<file path="src/rtl/reg_dump_pkg.sv">
// rtl/reg_dump_pkg.sv - shared widths, FSM encoding and dump-length helper for reg_dump
package reg_dump_pkg;

    localparam int IDX_W  = 5;
    localparam int DATA_W = 32;

    typedef enum logic [1:0] {
        S_IDLE  = 2'd0,
        S_RUN   = 2'd1,
        S_DRAIN = 2'd2,
        S_FIN   = 2'd3
    } dump_state_t;

    // Inclusive word count from first to last, wrapping modulo 2**IDX_W (1..32).
    function automatic logic [IDX_W:0] dump_len(input logic [IDX_W-1:0] first,
                                                input logic [IDX_W-1:0] last);
        logic [IDX_W-1:0] span;
        span = last - first;
        return {1'b0, span} + {{IDX_W{1'b0}}, 1'b1};
    endfunction

endpackage

</file>
<file path="src/rtl/reg_dump.sv">
// rtl/reg_dump.sv - streams a range of register-file entries through a 1-entry output register
module reg_dump
    import reg_dump_pkg::*;
(
    input  logic              clk,
    input  logic              rst_n,
    input  logic              start,
    input  logic [IDX_W-1:0]  first_idx,
    input  logic [IDX_W-1:0]  last_idx,
    output logic [IDX_W-1:0]  rd_addr,
    input  logic [DATA_W-1:0] rd_data,
    output logic              dout_valid,
    input  logic              dout_ready,
    output logic [DATA_W-1:0] dout_data,
    output logic [IDX_W-1:0]  dout_idx,
    output logic              dout_last,
    output logic              busy,
    output logic              done
);

    dump_state_t      state;
    logic [IDX_W-1:0] idx;
    logic [IDX_W:0]   remaining;
    logic             slot_free;

    assign slot_free = !dout_valid || dout_ready;

    always_ff @(posedge clk) begin
        if (!rst_n) begin
            state      <= S_IDLE;
            idx        <= '0;
            remaining  <= '0;
            rd_addr    <= '0;
            dout_valid <= 1'b0;
            dout_data  <= '0;
            dout_idx   <= '0;
            dout_last  <= 1'b0;
            busy       <= 1'b0;
            done       <= 1'b0;
        end else begin
            // An accepted word empties the slot unless RUN refills it below.
            if (dout_valid && dout_ready) begin
                dout_valid <= 1'b0;
            end

            case (state)
                S_IDLE: begin
                    if (start) begin
                        idx       <= first_idx;
                        rd_addr   <= first_idx;
                        remaining <= dump_len(first_idx, last_idx);
                        busy      <= 1'b1;
                        state     <= S_RUN;
                    end
                end

                S_RUN: begin
                    if (slot_free) begin
                        dout_data  <= rd_data;
                        dout_idx   <= idx;
                        dout_valid <= 1'b1;
                        dout_last  <= (remaining == 1);
                        idx        <= idx + IDX_W'(1);
                        remaining  <= remaining - 1'b1;
                        // rd_addr tracks idx while words remain, then freezes on the last one.
                        if (remaining == 1) begin
                            state <= S_DRAIN;
                        end else begin
                            rd_addr <= idx + IDX_W'(1);
                        end
                    end
                end

                S_DRAIN: begin
                    if (dout_valid && dout_ready && dout_last) begin
                        state <= S_FIN;
                        done  <= 1'b1;
                    end
                end

                S_FIN: begin
                    done  <= 1'b0;
                    busy  <= 1'b0;
                    state <= S_IDLE;
                end

                default: begin
                    state <= S_IDLE;
                end
            endcase
        end
    end

endmodule

</file>
<file path="config.mk">
export PLATFORM = sky130hd
export DESIGN_NAME = reg_dump
export DESIGN_NICKNAME = d
export VERILOG_FILES = /design/src/rtl/reg_dump_pkg.sv /design/src/rtl/reg_dump.sv
export SDC_FILE = /design/constraint.sdc
export NUM_CORES = 1
export LEC_CHECK = 0
export ABC_CLOCK_PERIOD_IN_PS = 3900
export CORE_ASPECT_RATIO = 2
export CORE_MARGIN = 8
export CORE_UTILIZATION = 35
export DETAILED_ROUTE_END_ITERATION = 8
export GPL_TIMING_DRIVEN = 0
export PLACE_DENSITY = 0.6
export SLEW_MARGIN = 20
export SYNTH_ARGS = -nofsm -noshare
export SYNTH_HDL_FRONTEND = slang
export SYNTH_SLANG_ARGS = --single-unit
</file>
<file path="constraint.sdc">
create_clock -name clk -period 3.9 [get_ports clk]
set_input_delay 0.975 -clock clk [delete_from_list [all_inputs] [get_ports clk]]
set_output_delay 0.975 -clock clk [all_outputs]
set_load 0.005 [all_outputs]
</file>
==> summary.txt <==
Timing
  – RSZ-0062 raised after global routing: false
  – Highest Clock Rate: 0.353 GHz
  – Finish-stage setup viols: 0
  – Crit path time final: 2.83 ns
  – Final WS setup: 1.07 ns
  – Final Slew Violations: 0
  – Relative slew margins: 60.5%
  – Slew @ Worst Pin: 0.593 ns
  – Final Hold Viols: 0
  – Fin Hold WS: 0.452 ns
  – Fin Clk Skew: 0.00434 ns
  – Period utilization: 72.5%
  – Setup TNS: 0 ns

Cells and area
  – Cell area after layout: 4030 sq um
  – Area delta synth->final: 48.0%
  – N_diodes: 0
  – # nets final: 497
  – Layout cells sized above 1: 5.66%

Global routing
  – All-layer global routing usage: 14.6%
  – Congestion Overflow GR: 0
  – Vias in the first global route: 2,585
  – First-pass GRT wire length: 12,700 um
  – Initial antenna violation count: 0
  – Largest net degree at the start of global routing: 11

Yosys
  – Post-Synthesis Cells: 336
  – Count of yosys warnings during synthesis: 0
  – Synth area leaders: dfxtp_1, nand2_1, a21boi_0, ha_1, a21oi_1
  – Fraction of registers with async set/reset: 0%
  – Register bit count reported by yosys: 59
  – Post-synth EDFFs: 0
  – Synthesized Nets: 395
  – Syn Std Cell Area: 2720 sq um
  – Post-synthesis sequential area ratio: 43.4%
  – Post-synth top area share: 43.4%
  – Syn Area/Cell: 8.10 sq um
  – Count of different cell masters after synthesis: 43
  – Largest area contributor in the netlist: dfxtp_1
  – Ys flop type: dfxtp_1

Die
  – Num rows: 45
  – IO Count: 92
  – Effective utilization at floorplan: 36.1%
  – Core ar.: 7540 sq um
  – Die height: 141 um
  – Die ar.: 11,000 sq um
  – Die X: 78.3 um

Worst setup path
  – Crit-path max cell delay: 0.45 ns
  – Setup crit start kind: input port
  – Crit end category: flop
  – Reg2reg start: state[1]
  – Data arrival time of the critical path: 3.09 ns
  – CP max stage cell: clkdlybuf4s50_1
  – Critical path launch point: first_idx[0]
  – Worst EP required: 4.16 ns
  – Worst Setup Path Type: in -> reg
  – Most used cell along the critical path: ha_1
  – CP cell instances: clkdlybuf4s50_1 > ha_1 > inv_1 > fa_1 > ha_1 > and2_1 > o32ai_1 > a22oi_1 > nor2b_1
  – CP Max Fanout: 3

Route
  – Metal3 WL: 468 um
  – Via density: 4.79
  – Top Layer Used: met4
  – Drt first pass iters: 4
  – DR WL/cell: 14.9 um
  – WL met1: 3030 um
  – DR WL met2: 4300 um
  – Starting DRT DRC Count: 81
  – Via count: 2,570
  – Routed Antenna Nets: 0
  – DRC: 0
  – Wirelength, routed: 8000 um

Clocking
  – Skew-Pair Late Insertion Delay: 0.32 ns
  – Bufs on Longest Clock Path: 2
  – Resize count post-CTS: 0
  – Htree depth: 3
  – Clock transition at the registers of the reported paths: 0.05 ns
  – CTS Buf Count: 9
  – Clock sinks: 59
  – CTS root buf: clkbuf_16
  – CTS tree: yes
  – Cts hold-fix bufs: 0
  – Post-CTS Setup Bufs: 0

Run status
  – Outcome: finished, final reports clean

Placement
  – Pre-CTS WS: 0.723 ns
  – Routability cong.: 0.793
  – IO Port Bufs: 91
  – Post-DP HPWL: 6320 um
  – Post-DP Area: 3750 sq um

Power
  – Switch share: 35.5%
  – Flop pwr share: 31.5%
  – LEAKAGE: 0.00157 uW
  – P_sw: 1020 uW
  – Clk network pwr share: 25.8%
  – Cell Pwr Density: 718 nW/um^2
  – Total Power: 2890 uW
  – Worst VDD drop: 0.000351 V
  – Pint: 1860 uW
  – Logic pwr share: 42.7%

Min path
  – Hold Crit Start: dout_data[0]
  – Worst min path class: reg -> reg

Run
  – Max Cap Viol: 0
per-layer routing:
layer,track usage [%],up-vias
met5,0,-
met4,7.47,0
met3,4.33,14
met2,27.0,77
met1,13.8,1158
li1,-,1321
cell type report:
cell class	instances	area [sq um]
fill	756	3520
multi-input combinational	243	1390
sequential	59	1180
timing repair buffer	91	911
clock buffer	12	236
tap	94	118
buffer	19	90.1
inverter	15	56.3
clock inverter	3	40.0
layout by cell type (no fill, tap or decap), drive strengths merged, types with 2 or more instances in the layout:
cell type,instances
xor2,3
o21ai,7
nor2,17
a31oi,2
nand3,7
inv,14
a21o,4
buf,11
ha,12
nand2b,2
or3,2
a211oi,2
nor3,3
nand2,96
clkinv,3
xnor2,5
a21oi,28
clkbuf,20
mux2i,6
nor2b,4
a21boi,25
clkdlybuf4s50,91
dfxtp,59
per-stage QoR:
| step | instances | utilization, % |
|---|---|---|
| 2_1_floorplan | 336 | - |
| 3_3_place_gp | 521 | 49.7 |
| 3_5_place_dp | 521 | 49.7 |
| 4_1_cts | 536 | 53.3 |
| 5_1_grt | 536 | 53.3 |
| 6_report | 536 | 53.3 |
worst max-delay path, delay by kind of cell:
kind / cells / cell delay (ns)
and+or+nand+nor: 2 / 0.29
adders and majority gates: 3 / 0.86
buffers and inverters: 2 / 0.54
AOI/OAI and AO/OA: 2 / 0.42
cell families (layout without fill, tap and decap cells):
family / count (synthesis) / in the layout / synth area share [%]
AO/OA/AOI/OAI: 80 / 80 / 19.3
AND/OR/NAND/NOR: 136 / 136 / 20.8
flip-flops: 59 / 59 / 43.4
adder cells (fa/ha/maj): 13 / 13 / 6.26
buffers and inverters: 34 / 140 / 5.38
multiplexers: 6 / 6 / 2.21
XOR/XNOR: 8 / 8 / 2.58
registers in the layout, indices dropped and copies added, names as in the netlist:
register and cells:
dout_last 1, dout_data 32, done 1, dout_idx 5
remaining 6, busy 1, rd_addr 5, state 2
idx 5, dout_valid 1
path summary, 6_finish.rpt:
kind                   to  slack, ns  cells past startpoint
max          remaining[2]       1.07                      9
min          dout_data[0]       0.45                      2
max reg2reg  remaining[4]       1.85                      8
min reg2reg  dout_data[0]       0.45                      2
cells in the mapped netlist (2+ instances only):
cell type and count:
nand2_1 96, dfxtp_1 59, a21oi_1 28, a21boi_0 25
nor2_1 17, inv_1 14, ha_1 12, buf_2 9
clkbuf_1 8, nand3_1 7, o21ai_0 7, mux2i_1 6
xnor2_1 5, a21o_1 4, nor2b_1 4, nor3_1 3
xor2_1 3, a211oi_1 2, a31oi_1 2, nand2b_1 2
power by group through the flow:
stage / Clock, uW / Sequential [uW] / Combinational, uW
global route: 783 / 935 / 1380
finish: 746 / 911 / 1230
detailed placement: 0 / 923 / 1250
floorplan: 0 / 913 / 738
global placement: 0 / 917 / 1230
CTS: 764 / 912 / 1250
No activity file was read; power rests on OpenSTA's default activity.
